File: src/rtl/prefix_parser_if.sv
// prefix_parser_if: byte-stream input, FIB prefix handoff and payload output of prefix_parser.
interface prefix_parser_if;
  logic [7:0]  in_byte;
  logic        in_valid;
  logic        in_sop;
  logic        in_eop;
  logic        in_ready;
  logic [63:0] data_in_prefix;
  logic [5:0]  data_in_len;
  logic        data_ready;
  logic        fib_ack;
  logic        pkt_type;
  logic [7:0]  data_in;
  logic        payload_valid;
  logic        parse_err;
  modport master (
    output in_byte, in_valid, in_sop, in_eop, fib_ack,
    input  in_ready, data_in_prefix, data_in_len, data_ready, pkt_type, data_in, payload_valid, parse_err
  );
  modport slave (
    input  in_byte, in_valid, in_sop, in_eop, fib_ack,
    output in_ready, data_in_prefix, data_in_len, data_ready, pkt_type, data_in, payload_valid, parse_err
  );
endinterface

File: src/rtl/prefix_parser.sv
// prefix_parser: extracts a typed name prefix for FIB lookup, then forwards payload bytes.
// Define PARSER_ERR_CNT_EN to add err_count, a saturating count of parse_err pulses.
module prefix_parser (
  input  logic clk,
  input  logic rst,
`ifdef PARSER_ERR_CNT_EN
  output logic [7:0] err_count,
`endif
  prefix_parser_if.slave bus
);
  typedef enum logic [2:0] {IDLE, LEN, NAME, WAIT_ACK, PAYLOAD, DROP} state_t;
  state_t      r_state, w_next;
  logic        r_run, r_last_eop, r_type, r_rdy, r_perr, r_pv;
  logic [2:0]  r_len, r_cnt;
  logic [7:0]  r_din;
  logic [63:0] r_prefix;
  logic        w_xfer, w_type_ok, w_len_ok, w_err, w_ld_type, w_ld_len, w_wr_name, w_fin, w_pay, w_ack;
  // r_run keeps in_ready low until the first edge after reset release
  assign bus.in_ready       = r_run && r_state != WAIT_ACK;
  assign bus.data_in_prefix = r_prefix;
  assign bus.data_in_len    = {r_len, 3'b000};
  assign bus.data_ready     = r_rdy;
  assign bus.pkt_type       = r_type;
  assign bus.data_in        = r_din;
  assign bus.payload_valid  = r_pv;
  assign bus.parse_err      = r_perr;
  assign w_xfer    = bus.in_valid && bus.in_ready;
  assign w_type_ok = bus.in_byte == 8'h05 || bus.in_byte == 8'h06;
  assign w_len_ok  = bus.in_byte != 8'd0 && bus.in_byte < 8'd8;
  assign w_ack     = r_state == WAIT_ACK && bus.fib_ack;
  always_ff @(posedge clk or negedge rst)
    if (!rst) r_state <= IDLE;
    else r_state <= w_next;
  always_comb begin
    w_next    = r_state;
    w_err     = 1'b0;
    w_ld_type = 1'b0;
    w_ld_len  = 1'b0;
    w_wr_name = 1'b0;
    w_fin     = 1'b0;
    w_pay     = 1'b0;
    unique case (r_state)
      IDLE, PAYLOAD: if (w_xfer) begin
        if (bus.in_sop) begin
          // a sop inside a payload restarts parsing on this byte
          w_err     = bus.in_eop || !w_type_ok || r_state == PAYLOAD;
          w_ld_type = !bus.in_eop && w_type_ok;
          w_next    = bus.in_eop ? IDLE : w_type_ok ? LEN : DROP;
        end else if (r_state == PAYLOAD) begin
          w_pay  = 1'b1;
          w_next = bus.in_eop ? IDLE : PAYLOAD;
        end
      end
      LEN: if (w_xfer) begin
        w_ld_len = !bus.in_eop && w_len_ok;
        w_err    = !w_ld_len;
        w_next   = bus.in_eop ? IDLE : w_len_ok ? NAME : DROP;
      end
      NAME: if (w_xfer) begin
        w_wr_name = 1'b1;
        w_fin     = r_cnt == r_len - 3'd1;
        w_err     = !w_fin && bus.in_eop;
        w_next    = w_fin ? WAIT_ACK : bus.in_eop ? IDLE : NAME;
      end
      WAIT_ACK: w_next = bus.fib_ack ? (r_last_eop ? IDLE : PAYLOAD) : WAIT_ACK;
      DROP:     w_next = w_xfer && bus.in_eop ? IDLE : DROP;
      default:  w_next = IDLE;
    endcase
  end
  always_ff @(posedge clk or negedge rst)
    if (!rst) begin
      r_run      <= 1'b0;
      r_last_eop <= 1'b0;
      r_type     <= 1'b0;
      r_rdy      <= 1'b0;
      r_perr     <= 1'b0;
      r_pv       <= 1'b0;
      r_len      <= '0;
      r_cnt      <= '0;
      r_din      <= '0;
      r_prefix   <= '0;
    end else begin
      r_run  <= 1'b1;
      r_perr <= w_err;
      r_pv   <= w_pay;
      if (w_pay) r_din <= bus.in_byte;
      if (w_ld_type) r_type <= bus.in_byte == 8'h06;
      if (w_ld_len) begin
        r_len    <= bus.in_byte[2:0];
        r_cnt    <= '0;
        r_prefix <= '0;
      end
      // name byte i lands at bits [63-8i -: 8]
      if (w_wr_name) begin
        r_prefix[{~r_cnt, 3'b111} -: 8] <= bus.in_byte;
        r_cnt <= r_cnt + 3'd1;
      end
      if (w_fin) begin
        r_rdy      <= 1'b1;
        r_last_eop <= bus.in_eop;
      end
      if (w_ack) r_rdy <= 1'b0;
    end
`ifdef PARSER_ERR_CNT_EN
  always_ff @(posedge clk or negedge rst)
    if (!rst) err_count <= '0;
    else if (w_err && err_count != 8'hFF) err_count <= err_count + 8'd1;
`endif
endmodule

File: src/flat_wrapper.sv
// flat-port wrapper written by rule: the top's interface ports become plain ports
module prefix_parser_flat 
  (clk, rst, bus_in_byte, bus_in_valid, bus_in_sop, bus_in_eop, bus_fib_ack, bus_in_ready, bus_data_in_prefix, bus_data_in_len, bus_data_ready, bus_pkt_type, bus_data_in, bus_payload_valid, bus_parse_err);
  prefix_parser_if bus_i ();
  input  logic clk;
  input  logic rst;
  input wire logic [$bits(bus_i.in_byte)-1:0] bus_in_byte;
  input wire logic [$bits(bus_i.in_valid)-1:0] bus_in_valid;
  input wire logic [$bits(bus_i.in_sop)-1:0] bus_in_sop;
  input wire logic [$bits(bus_i.in_eop)-1:0] bus_in_eop;
  input wire logic [$bits(bus_i.fib_ack)-1:0] bus_fib_ack;
  output wire logic [$bits(bus_i.in_ready)-1:0] bus_in_ready;
  output wire logic [$bits(bus_i.data_in_prefix)-1:0] bus_data_in_prefix;
  output wire logic [$bits(bus_i.data_in_len)-1:0] bus_data_in_len;
  output wire logic [$bits(bus_i.data_ready)-1:0] bus_data_ready;
  output wire logic [$bits(bus_i.pkt_type)-1:0] bus_pkt_type;
  output wire logic [$bits(bus_i.data_in)-1:0] bus_data_in;
  output wire logic [$bits(bus_i.payload_valid)-1:0] bus_payload_valid;
  output wire logic [$bits(bus_i.parse_err)-1:0] bus_parse_err;
  assign bus_i.in_byte = bus_in_byte;
  assign bus_i.in_valid = bus_in_valid;
  assign bus_i.in_sop = bus_in_sop;
  assign bus_i.in_eop = bus_in_eop;
  assign bus_i.fib_ack = bus_fib_ack;
  assign bus_in_ready = bus_i.in_ready;
  assign bus_data_in_prefix = bus_i.data_in_prefix;
  assign bus_data_in_len = bus_i.data_in_len;
  assign bus_data_ready = bus_i.data_ready;
  assign bus_pkt_type = bus_i.pkt_type;
  assign bus_data_in = bus_i.data_in;
  assign bus_payload_valid = bus_i.payload_valid;
  assign bus_parse_err = bus_i.parse_err;
  prefix_parser u_core (.clk(clk), .rst(rst), .bus(bus_i));
endmodule
File: config.mk
export PLATFORM = sky130hd
export DESIGN_NAME = prefix_parser_flat
export DESIGN_NICKNAME = d
export VERILOG_FILES = /design/src/rtl/prefix_parser_if.sv /design/src/rtl/prefix_parser.sv /design/src/flat_wrapper.sv
export SDC_FILE = /design/constraint.sdc
export NUM_CORES = 1
export LEC_CHECK = 0
export ABC_AREA = 1
export BUFFER_PORTS_ARGS = -buffer_cell sky130_fd_sc_hd__buf_4
export CORE_MARGIN = 5
export CORE_UTILIZATION = 57
export DETAILED_ROUTE_END_ITERATION = 8
export PLACE_DENSITY = 0.95
export SYNTH_ARGS = -nofsm -noshare
export SYNTH_HDL_FRONTEND = slang
export SYNTH_SLANG_ARGS = --single-unit
export TNS_END_PERCENT = 100
File: constraint.sdc
create_clock -name clk -period 3.7 [get_ports clk]
set_input_delay 1.11 -clock clk [delete_from_list [all_inputs] [get_ports clk]]
set_output_delay 1.11 -clock clk [all_outputs]
set_load 0.02 [all_outputs]
==> results.yml, run 1 <==
layout:
  antenna_cells: 0
  utilization_pct: 72.4
  drive_gt1_share_pct: 23.0
  syn_to_final_growth_pct: 23.0
  fin_area_um2: 4940
  final_cell_mix: "buf_4 (95), nand3_1 (93), dfrtp_1 (87)"
  finish.net_count: 554
  final_common_cell: "buf_4"
floorplan:
  dieArea_um2: 8830
  ios: 97
  initial_core_util_pct: 58.8
  rows: 30
  coreArea_um2: 6830
  die_h_um: 94.0
  die_w_um: 94.0
min_path:
  hold_start: "u_core.r_last_eop$_DFFE_PN0P_"
  hold_path_class: "flop to flop"
clock_tree:
  cts_tree: "built"
  path_clk_slew_ns: 0.08
  cts_num_sinks: 87
  cts_max_path_buffers: 2
  postCtsSetupBuffers: 0
  ctsResizeCount: 0
  cts_root_buf: "clkbuf_8"
  clock_latency_ns: 0.35
  cts_hold_buf: 0
  htreeDepth: 3
  cts_made_buffers: 9
global_routing:
  antenna_found_initial: 0
  grtUsageTotal_pct: 24.7
  grt_max_degree: 88
  grt_pass1_wl_um: 17100
  grt_pass1_vias: 3527
  grt_overflow_total: 0
route:
  vias: 3658
  drt-wirelength-per-cell_um: 16.7
  drt-pass1-iter-count: 6
  vias_per_cell: 5.77
  route.detailed.drc: 0
  wl_um: 10600
  ant_nets: 0
  dr.first_iter.drc_count: 373
synth:
  yosysTopAreaCellShare_pct: 54.2
  netlist_instances: 450
  yosysWarnings: 0
  syn_avg_cell_area_um2: 8.93
  synth_cell_types: 27
  yosysTopAreaCell: "dfrtp_1"
  syn-cell-area_um2: 4020
  seq_area_frac_synth_pct: 54.2
  synth_area_leaders: "dfrtp_1 (54%), nand3_1 (12%), o21ai_0 (7.8%)"
  ys_ff_latch: 87
critical_path:
  end_kind: "flop"
  cp.arrival_ns: 2.76
  start_kind: "flop"
  cp_max_fo: 24
  worstPathRequired_ns: 3.95
  criticalPathCategory: "flop to flop"
  critPathLaunch: "u_core.r_cnt[0]$_DFFE_PN0P_"
  r2r_start: "u_core.r_cnt[0]$_DFFE_PN0P_"
power_and_ir_drop:
  powerDensity_nw_per_um2: 433
  peakVddDrop_v: 0.000437
  power_mw: 2.14
  p_leak_nw: 2.44
placed_design:
  dp_slack_ns: 1.10
  gp_congestion: 0.947
  dp_hpwl_um: 7460
  io_buffers: 93
  place_area_um2: 4720
sta:
  fin_crit_ns: 2.51
  setup_tns_ns: 0
  maxSlewHeadroom_pct: 29.8
  final-setup-viol-count: 0
  layout_setup_ws_ns: 1.19
  fmax_mhz: 398
  drv_slew: 0
  rsz0062_at_grt: "no"
  skew_ns: 0.00761
  tightestPinTransition_ns: 1.05
  min_period_over_period_pct: 67.8
  finalHoldViolations: 0
job:
  cap_violations: 0
outcome:
  status: "finished clean"
[final timing paths]
kind	slack (ns)	depth (start not counted)	end
worst min-delay path	0.50	2	u_core.r_last_eop$_DFFE_PN0P_
max in group asynchronous	2.08	1	u_core.bus.data_in_prefix[13]$_DFF_PN0_
min in group asynchronous	0.92	1	u_core.bus.payload_valid$_DFF_PN0_
worst min register to register	0.50	2	u_core.r_last_eop$_DFFE_PN0P_
worst max-delay path	1.19	5	u_core.bus.data_in_prefix[15]$_DFF_PN0_
worst max register to register	1.19	5	u_core.bus.data_in_prefix[15]$_DFF_PN0_
[cell families (layout without fill, tap and decap cells)]
kind of cell	count (synthesis)	after routing	share of synthesized area [%]
buf+inv	63	149	7.00
simple gates	202	202	25.2
flops	87	87	54.2
xor+xnor	1	1	0.218
fa+ha+maj	7	7	2.18
other cells	2	4	0.187
compound gates	88	88	11.0
[cell usage after synthesis (all sizes together)]
cell type	count
clkbuf	10
inv	38
o22ai	1
o31ai	1
a21oi	10
o21ai	76
nor3	11
dfrtp	87
nand4	4
conb	2
nor2	21
buf	15
xor2	1
nand3	99
ha	7
nand2	67
[where the power goes]
part	internal, mW	switching, mW	total, mW
Combinational	0.124	0.222	0.347
Clock	0.399	0.325	0.724
Sequential	1.01	0.0610	1.07
[metrics by stage]
stage / instances / hold WS [ns]
2_1_floorplan: 452 / 0.454
6_report: 634 / 0.500
4_1_cts: 634 / 0.500
3_3_place_gp: 618 / 0.474
5_1_grt: 634 / 0.539
3_5_place_dp: 618 / 0.481
[sequential cells by signal, indices dropped and copies added, names as in the netlist]
register / flops
u_core.bus.data_in: 8
u_core.bus.data_in_prefix: 64
u_core.bus.data_ready: 1
u_core.bus.parse_err: 1
u_core.bus.payload_valid: 1
u_core.bus.pkt_type: 1
u_core.r_cnt: 3
u_core.r_last_eop: 1
u_core.r_len: 3
u_core.r_run: 1
u_core.r_state: 3
[cell type report]
type | count | area, um^2
clock buffers | 11 | 141
clock inverters | 5 | 81.3
fillers | 530 | 1890
inverters | 38 | 143
multi-input cells | 302 | 1570
flip-flops and latches | 87 | 2180
well taps | 96 | 120
repair buffers | 95 | 713
[critical path: stages (launching register included)]
cell,delay (ns)
dfrtp_1,0.86
inv_1,0.52
ha_1,0.41
nand3_1,0.38
nand3_1,0.13
o21ai_0,0.11
[layer usage]
metal	track usage (%)	vias up	share of wire [%]
met5	0	-	0
met4	9.27	0	1.8
met3	5.21	26	9.1
met2	39.6	209	49
met1	33.0	1740	41
li1	-	1683	-
(Power assumes the default switching activity.)
==> run 2, diff against run 1 <==
Settings changed: ABC_AREA 1 to 0, CORE_UTILIZATION 57 to 48, PLACE_DENSITY 0.95 to 0.87.
Clock period 3.7 ns to 2.1 ns, I/O delays scaled along.
==> run 2 against run 1 <==
- critical path depth grew 1
- hold slack got worse by 0.30 ns
- via count down 17%
- sequential share of layout area fell by 1.2 points
- power up 61%
- final cell count down 17%
- synthesized cell count fell by 34%
- fmax is 23% higher
- critical endpoint is now u_core.r_last_eop$_DFFE_PN0P_
- highest routed layer unchanged
==> results.yml, run 2 <==
outcome:
  status: "finished clean"
route:
  wl_um: 10800
  drt-wirelength-per-cell_um: 20.5
  drt-pass1-iter-count: 4
  vias_per_cell: 5.78
  vias: 3033
  dr.first_iter.drc_count: 186
  route.detailed.drc: 0
  ant_nets: 0
min_path:
  hold_path_class: "input pin to async pin"
layout:
  finish.net_count: 439
  fill_cells: 596
  syn_to_final_growth_pct: 31.0
  regArea_um2: 2180
  antenna_cells: 0
  largest_reg_flops: 64
  fin_area_um2: 5090
  final_common_cell: "buf_4"
  drive_gt1_share_pct: 41.1
  stdcell_count: 525
  multiInputGateArea_um2: 1570
  final_cell_mix: "buf_4 (127), dfrtp_1 (85), a22o_1 (64)"
critical_path:
  cp_max_fo: 3
  worstPathRequired_ns: 2.35
  crit_family: "simple AND/OR/NAND/NOR gates"
  slowest_delay_ns: 0.44
  criticalPathCategory: "flop to flop"
  worstPathCellList: "inv_1 > ha_1 > xor3_1 > nor4_2 > nand3_1 > mux2_1"
  r2r-end: "u_core.r_last_eop$_DFFE_PN0P_"
  reg2reg_depth: 6
  end_kind: "flop"
  critical-path-slowest-cell: "xor3_1"
  start_kind: "flop"
  cp.arrival_ns: 2.29
  r2r_start: "u_core.r_len[0]$_DFFE_PN0P_"
  r2r_slack_ns: 0.06
  critPathLaunch: "u_core.r_len[0]$_DFFE_PN0P_"
  cp.buffers_inverters: 1
global_routing:
  antenna_found_initial: 0
  grt_max_degree: 41
  grt_overflow_total: 0
  grtUsageTotal_pct: 21.8
  grt_pass1_wl_um: 16900
  grt_pass1_vias: 3150
floorplan:
  coreArea_um2: 7810
  rows: 32
  dieArea_um2: 10000
  initial_core_util_pct: 49.8
  die_h_um: 100
  ios: 97
  die_w_um: 100
synth:
  synth_most_common_cell: "dfrtp_1"
  synthArstFlopShare_pct: 100
  synth_area_leaders: "dfrtp_1 (56%), a22o_1 (14%), ha_1 (2.3%)"
  seq_area_frac_synth_pct: 56.0
  yosysWarnings: 0
  synth_edf_count: 0
  syn_avg_cell_area_um2: 13.0
  synth_cell_types: 54
  synth-main-ff-cell: "dfrtp_1"
  synth_common_cells: "dfrtp_1 (87), a22o_1 (64), nand3_1 (13)"
  netlist_instances: 298
  ys_ff_latch: 87
  syn-cell-area_um2: 3890
  yosysTopAreaCellShare_pct: 56.0
  yosysTopAreaCell: "dfrtp_1"
clock_tree:
  clock_latency_ns: 0.36
  cts_root_buf: "clkbuf_8"
  cts_tree: "built"
  cts_hold_buf: 0
  cts_made_buffers: 9
  cts_num_sinks: 87
  path_clk_slew_ns: 0.09
  cts_max_path_buffers: 2
  htreeDepth: 3
placed_design:
  io_buffers: 93
  dp.cells: 507
  dp_slack_ns: -0.188
  place_area_um2: 4860
  gp_congestion: 0.860
  dp_hpwl_um: 7680
power_and_ir_drop:
  peakVddDrop_v: 0.000572
  powerDensity_nw_per_um2: 678
  p_leak_nw: 2.66
sta:
  fin_crit_ns: 2.04
  drv_slew: 0
  tightestPinTransition_ns: 0.498
  final-setup-viol-count: 0
  layout_setup_ws_ns: 0.0620
  min_period_over_period_pct: 97.0
  maxSlewHeadroom_pct: 66.6
  skew_ns: 0.0128
  finalHoldViolations: 0
  fmax_mhz: 491
job:
  cap_violations: 0
## run 2: cell count changes after synthesis, sizes merged, moves of 8 or more
cell / before / now
a22o: 0 / 64
a21oi: 10 / 2
nand3: 99 / 14
inv: 38 / 11
nor2: 21 / 6
mux2: 0 / 10
o21ai: 76 / 4
nand2: 67 / 10
## run 2: where the power goes
part           switching (mW)  total, mW  leakage, nW  internal (mW)
Clock                   0.621       1.09       0.0926          0.466
Sequential             0.0619       1.82         1.18           1.76
Combinational           0.314      0.545         1.38          0.231
Total                   0.997       3.45         2.66           2.46
## run 2: repair_timing
action | in CTS | in global routing
buffers inserted | 0 | 2
resized for setup | 3 | 3
endpoints found under the setup margin | 1 | 63
## run 2: stage by stage
stage | utilization, % | total power [mW] | hold WS, ns | setup TNS, ns
2_1_floorplan | - | 2.12 | 0.334 | -1.47
3_3_place_gp | 62.3 | 2.37 | 0.476 | -5.04
3_5_place_dp | 62.3 | 2.39 | 0.491 | -8.65
4_1_cts | 64.7 | 3.46 | 0.206 | 0
5_1_grt | 65.2 | 3.58 | 0.225 | -0.00309
6_report | 65.2 | 3.45 | 0.200 | 0
## run 2: final cells by class
type,count,area share [%]
sequential,87,42.8
clock buffer,10,2.70
multi-input combinational,180,30.8
tap,102,2.51
timing repair buffer,129,19.5
clock inverter,6,0.860
inverter,11,0.811
## run 2: logic make-up (layout without fill, tap and decap cells)
kind of cell | Yosys count | count (layout) | share of synthesized area, %
mux | 11 | 11 | 3.15
compound gates | 97 | 97 | 23.0
other cells | 2 | 4 | 0.193
buf+inv | 33 | 156 | 4.44
simple gates | 57 | 57 | 9.63
flops | 87 | 87 | 56.0
xor+xnor | 4 | 4 | 1.29
fa+ha+maj | 7 | 7 | 2.25
## run 2: worst max-delay path by stage
stage / depth (start not counted) / slack, ns / to
floorplan: 6 / -0.15 / u_core.r_len[2]$_DFFE_PN0P_
global placement: 6 / -0.13 / u_core.bus.data_in_prefix[45]$_DFF_PN0_
detailed placement: 6 / -0.19 / u_core.bus.data_in_prefix[1]$_DFF_PN0_
CTS: 4 / 0.009 / bus_in_ready
global route: 6 / -0.003 / u_core.bus.data_in_prefix[50]$_DFF_PN0_
finish: 6 / 0.06 / u_core.r_last_eop$_DFFE_PN0P_
## run 2: routing by layer
metal,share of wire (%),GRT usage (%),vias up,wire length [um]
li1,-,-,1370,-
met1,41,28.1,1532,4440
met2,50,36.5,112,5370
met3,7.1,4.24,19,765
met4,1.8,8.39,0,189
met5,0,0,-,0
